--- config.mk ---
export PLATFORM = sky130hd
export DESIGN_NAME = program_loader
export DESIGN_NICKNAME = d
export VERILOG_FILES = /design/src/rtl/program_loader.sv
export SDC_FILE = /design/constraint.sdc
export NUM_CORES = 1
export LEC_CHECK = 0
export BUFFER_PORTS_ARGS = -buffer_cell sky130_fd_sc_hd__buf_2
export CORE_ASPECT_RATIO = 0.75
export CORE_MARGIN = 2
export CORE_UTILIZATION = 40
export CTS_BUF_LIST = sky130_fd_sc_hd__clkbuf_8
export DETAILED_ROUTE_END_ITERATION = 10
export GPL_ROUTABILITY_DRIVEN = 1
export PLACE_DENSITY = 0.7
export SKIP_CTS_REPAIR_TIMING = 1
export SYNTH_ARGS = -nofsm -noshare
export SYNTH_HDL_FRONTEND = slang
export SYNTH_SLANG_ARGS = --single-unit
--- constraint.sdc ---
create_clock -name clk -period 5.9 [get_ports clk]
set_clock_uncertainty 0.1 [all_clocks]
set_input_delay 0.59 -clock clk [delete_from_list [all_inputs] [get_ports clk]]
set_output_delay 0.59 -clock clk [all_outputs]
set_load 0.02 [all_outputs]
--- src/rtl/program_loader.sv ---
// program_loader
//
// Boot-time writer for the instruction memory. Consumes a byte stream made of a
// little-endian 32-bit word-count header followed by that many little-endian
// 32-bit instruction words. Each word is written to program memory at
// consecutive byte addresses starting at TEXT_BASE. The processor is held in
// reset for the whole load and released once the final word has been written.
//
// Ports
//   clk         in   clock, all state changes on the rising edge
//   reset       in   asynchronous active-low reset
//   byte_in     in   stream data byte
//   byte_valid  in   byte_in holds a valid byte
//   byte_ready  out  loader accepts a byte this cycle (HDR and LOAD only)
//   wr_en       out  single-cycle program-memory write strobe
//   wr_addr     out  absolute byte address of the write (held when wr_en=0)
//   wr_data     out  assembled instruction word (held when wr_en=0)
//   cpu_hold    out  1 keeps the processor in reset
//   load_done   out  load finished successfully (sticky until reset)
//   load_error  out  header count exceeded MAX_WORDS (sticky until reset)

module program_loader #(
  parameter int unsigned            DATA_WIDTH = 32,
  parameter int unsigned            ADDR_WIDTH = 32,
  parameter logic [ADDR_WIDTH-1:0]  TEXT_BASE  = 32'h0040_0000,
  parameter int unsigned            MAX_WORDS  = 64
) (
  input  logic                  clk,
  input  logic                  reset,
  input  logic [7:0]            byte_in,
  input  logic                  byte_valid,
  output logic                  byte_ready,
  output logic                  wr_en,
  output logic [ADDR_WIDTH-1:0] wr_addr,
  output logic [DATA_WIDTH-1:0] wr_data,
  output logic                  cpu_hold,
  output logic                  load_done,
  output logic                  load_error
);

  // Index is wide enough to hold MAX_WORDS itself.
  localparam int unsigned IDX_W = $clog2(MAX_WORDS) + 1;

  localparam logic [2:0] S_HDR   = 3'd0;
  localparam logic [2:0] S_LOAD  = 3'd1;
  localparam logic [2:0] S_LAST  = 3'd2;
  localparam logic [2:0] S_DONE  = 3'd3;
  localparam logic [2:0] S_ERROR = 3'd4;

  logic [2:0]            r_state,    w_state_nxt;
  logic [1:0]            r_byte_cnt, w_byte_cnt_nxt;
  logic [DATA_WIDTH-9:0] r_shift,    w_shift_nxt;
  logic [31:0]           r_count,    w_count_nxt;
  logic [IDX_W-1:0]      r_index,    w_index_nxt;
  logic                  r_wr_en,    w_wr_en_nxt;
  logic [ADDR_WIDTH-1:0] r_wr_addr,  w_wr_addr_nxt;
  logic [DATA_WIDTH-1:0] r_wr_data,  w_wr_data_nxt;

  logic                  w_accept;
  logic [DATA_WIDTH-1:0] w_word;
  logic [IDX_W-1:0]      w_index_inc;
  logic [ADDR_WIDTH-1:0] w_offset;

  assign byte_ready = (r_state == S_HDR) || (r_state == S_LOAD);
  assign w_accept   = byte_valid && byte_ready;

  // The 4th byte completes the word combinationally, so it can be acted on at
  // the same edge that accepts it.
  assign w_word      = {byte_in, r_shift};
  assign w_index_inc = r_index + 1'b1;
  assign w_offset    = ADDR_WIDTH'({r_index, 2'b00});

  always_comb begin
    w_state_nxt    = r_state;
    w_byte_cnt_nxt = r_byte_cnt;
    w_shift_nxt    = r_shift;
    w_count_nxt    = r_count;
    w_index_nxt    = r_index;
    w_wr_en_nxt    = 1'b0;
    w_wr_addr_nxt  = r_wr_addr;
    w_wr_data_nxt  = r_wr_data;

    if (w_accept) begin
      w_byte_cnt_nxt = r_byte_cnt + 2'd1;
      unique case (r_byte_cnt)
        2'd0: w_shift_nxt[7:0]   = byte_in;
        2'd1: w_shift_nxt[15:8]  = byte_in;
        2'd2: w_shift_nxt[23:16] = byte_in;
        default: begin
          if (r_state == S_HDR) begin
            w_count_nxt = 32'(w_word);
            w_index_nxt = '0;
            if (w_word == '0) begin
              w_state_nxt = S_DONE;
            end else if (32'(w_word) > 32'(MAX_WORDS)) begin
              w_state_nxt = S_ERROR;
            end else begin
              w_state_nxt = S_LOAD;
            end
          end else begin
            w_wr_en_nxt   = 1'b1;
            w_wr_data_nxt = w_word;
            w_wr_addr_nxt = TEXT_BASE + w_offset;
            w_index_nxt   = w_index_inc;
            if (32'(w_index_inc) == r_count) begin
              w_state_nxt = S_LAST;
            end
          end
        end
      endcase
    end

    // LAST only exists to keep the release one cycle behind the final write.
    if (r_state == S_LAST) begin
      w_state_nxt = S_DONE;
    end
  end

  always_ff @(posedge clk or negedge reset) begin
    if (!reset) begin
      r_state    <= S_HDR;
      r_byte_cnt <= 2'd0;
      r_shift    <= '0;
      r_count    <= '0;
      r_index    <= '0;
      r_wr_en    <= 1'b0;
      r_wr_addr  <= TEXT_BASE;
      r_wr_data  <= '0;
    end else begin
      r_state    <= w_state_nxt;
      r_byte_cnt <= w_byte_cnt_nxt;
      r_shift    <= w_shift_nxt;
      r_count    <= w_count_nxt;
      r_index    <= w_index_nxt;
      r_wr_en    <= w_wr_en_nxt;
      r_wr_addr  <= w_wr_addr_nxt;
      r_wr_data  <= w_wr_data_nxt;
    end
  end

  assign wr_en      = r_wr_en;
  assign wr_addr    = r_wr_addr;
  assign wr_data    = r_wr_data;
  assign cpu_hold   = (r_state != S_DONE);
  assign load_done  = (r_state == S_DONE);
  assign load_error = (r_state == S_ERROR);

endmodule

==> flow_metrics.py <==
metrics = {
    "finish": {
        "final_net_count": 493,
        "drive_above_1_share": 0.272,
        "fillerInstances": 1118,
        "sequential_cell_area_um2": 2700,
        "num_antenna_cells": 0,
        "multi_input_gate_area_in_the_final_layout_um2": 1810,
        "synthToLayoutAreaGrowth_pct": 9.32,
        "design_area_um2": 5210,
        "utilization": 0.448,
    },
    "global_route": {
        "largest_net_degree_at_the_start_of_global_routing": 92,
        "grt_pass1_vias": 3134,
        "grt_antenna_before_repair": 0,
        "global_route_wire_length_before_repair_um": 16000,
        "grt.overflow.total": 0,
        "global_route.usage.total": 0.163,
    },
    "floorplanning": {
        "placement_rows": 34,
        "dieArea_um2": 12800,
        "floorplan.io_pins": 80,
        "placeableCoreArea_um2": 11600,
        "die-height_um": 98.5,
        "width_of_the_die_um": 130,
        "initial_core_util": 0.410,
    },
    "setup_path": {
        "critical_path.reg2reg.startpoint": "r_state[1]",
        "top_delay_family_on_crit_path": "simple AND/OR/NAND/NOR gates",
        "setup_crit_end_kind": "flip-flop",
        "cp_num_buf_inv": 1,
        "critPathMaxFanout": 45,
        "critical_path_cell_sequence": "nor3b_4, nand2_2, or2_1, inv_2, a21oi_1, nand2b_1, o31ai_1",
        "number_of_cells_on_the_critical_path": 7,
        "r2r_slack_ps": 3420,
        "cp_data_arrival_time_ps": 2670,
        "timing.rr.end": "r_index[5]",
        "critPathKind": "flip-flop to flip-flop",
        "startpoint_type": "flip-flop",
        "critical-path-max-stage-delay_ps": 550,
        "timing.reg2reg.worst_path_depth": 7,
        "slowest_stage_cell_cp": "inv_2",
        "required_time_at_the_endpoint_of_the_critical_path_ps": 6090,
    },
    "sta": {
        "holdWs_ps": 375,
        "layout_worst_path_cycle_share": 0.421,
        "setup_viol_count_final": 0,
        "timing_worst_slew_pin_value_ps": 1100,
        "finalHoldViolCount": 0,
        "period_minus_slack_ps": 2480,
        "slew_violations": 0,
        "slew-limit-headroom": 0.267,
        "fmax_ghz": 0.403,
        "timing.setup.tns_ps": 0,
        "unrepaired_setup_endpoints_after_global_routing": "false",
    },
    "cts": {
        "tritoncts": "done",
        "clock-sinks": 108,
        "clockBufferDepth": 2,
        "clock_latency_on_the_worst_skew_pair_ps": 370,
        "cts_made_buffers": 9,
        "ctsRootBufferMaster": "clkbuf_8",
        "clock_pin_slew_on_the_worst_setup_and_hold_paths_ps": 90,
        "htreeDepth": 3,
    },
    "yosys": {
        "seq_area_frac_synth": 0.567,
        "netlist.area_leader.share": 0.567,
        "ys.flop_type": "dfrtp_1",
        "synth_top_area_cell": "dfrtp_1",
        "yosys-top-cells-count": "nand2_1 (125), dfrtp_1 (108), mux2_2 (54), buf_4 (33), nor4_1 (11)",
        "ys_warn_count": 0,
        "synth-edff-count": 0,
        "syn-cell-area_um2": 4760,
        "post_synthesis_average_cell_area_um2": 11.1,
        "synth.most_common_cell": "nand2_1",
        "synth.lib_cells_used.distinct": 42,
        "netlist_instances": 430,
        "synth_area_leaders": "dfrtp_1 (57%), mux2_2 (13%), nand2_1 (9.9%)",
        "postSynth.asyncResetShare": 1.00,
        "synth.ff_latch_count": 108,
    },
    "routing": {
        "vias_per_cell": 4.81,
        "route.final.wire_length_um": 9760,
        "post_drt_wl_per_cell_um": 15.2,
        "via_count": 3092,
        "antenna_left": 0,
        "drtIter0Drc": 118,
        "first_pass_iters": 4,
        "drcViolationCount": 0,
    },
    "status": {
        "run_status": "complete, no violations",
    },
    "place": {
        "detailed_place_hpwl_um": 6680,
        "placement.io_buffers": 54,
        "postPlaceCellArea_um2": 5030,
        "gp_routability_congestion": 0.816,
    },
    "min_path": {
        "classification_of_the_worst_slack_hold_path": "flip-flop to flip-flop",
        "min_to": "wr_data[12]",
        "timing.hold.worst.start": "wr_data[12]",
        "min_path_cells": 2,
    },
    "power": {
        "total_power_w": 0.00226,
        "power.static_leakage_nw": 2.71,
        "vdd_ir_drop_max_mv": 0.247,
        "power_density_nw_per_um2": 434,
    },
    "flow_run": {
        "drv.max_cap_violation_count": 0,
    },
}
[registers in the layout (all words and copies together), names as in the netlist]
signal / cells
r_count: 32
wr_data: 32
r_shift: 24
r_index: 7
wr_addr: 7
r_state: 3
r_byte_cnt: 2
wr_en: 1
[worst reg2reg max path: stages, from the launching register on]
cell	delay, ps
dfrtp_1	490
nor3b_4	360
nand2_2	230
or2_1	310
inv_2	550
a21oi_1	130
nand2b_1	170
o31ai_1	60
[worst max path at each step]
stage / startpoint / endpoint
after floorplan: byte_valid / r_state[0]
after global placement: byte_valid / r_index[5]
after detailed placement: byte_valid / r_index[5]
after CTS: r_state[1] / r_index[5]
after global routing: r_state[1] / r_index[5]
final: r_state[1] / r_index[5]
[cells by family after synthesis]
kind of cell    synth area share
buf+inv                   0.0712
compound gates            0.0326
simple gates               0.161
flops                      0.567
fa+ha+maj                 0.0131
mux                        0.135
xor+xnor                  0.0184
other cells              0.00158
[layer usage]
layer | GRT usage | vias up | part of all wire
met5 | 0 | - | 0
met4 | 0.0471 | 0 | 0.012
met3 | 0.0440 | 9 | 0.053
met2 | 0.240 | 76 | 0.44
met1 | 0.237 | 1529 | 0.49
li1 | - | 1478 | -
[where the power goes]
part | switching (W) | total [W] | leakage, nW | internal (W)
Sequential | 0.000228 | 0.00123 | 1.42 | 0.00101
Combinational | 0.000334 | 0.000623 | 1.20 | 0.000289
Clock | 0.000233 | 0.000403 | 0.0952 | 0.000170
[cells in the final DEF, fill, tap and decap left out, types with 5 or more instances in the layout]
cell type  netlist  layout
buf_2            4      53
clkbuf_8         0      11
conb_1           2      25
dfrtp_1        108     108
ha_1             5       5
inv_1            4       7
mux2_2          54      54
nand2_1        125     125
nor2_1           8       8
nor4_1          11      11
o21ai_0          9       9
xnor2_1          7       7
[cell type report]
type	count	share of cell area
clock buffer	11	0.0291
clock inverter	4	0.00360
inverter	5	0.00360
multi-input combinational	295	0.347
sequential	108	0.519
tap	162	0.0389
timing repair buffer	58	0.0586
[metrics by stage]
stage,instances,setup slack [ps]
after floorplan,453,3830
after global placement,627,3350
after detailed placement,627,3260
after CTS,642,3400
after global routing,643,3150
final,643,3420
(Power assumes the default switching activity.)
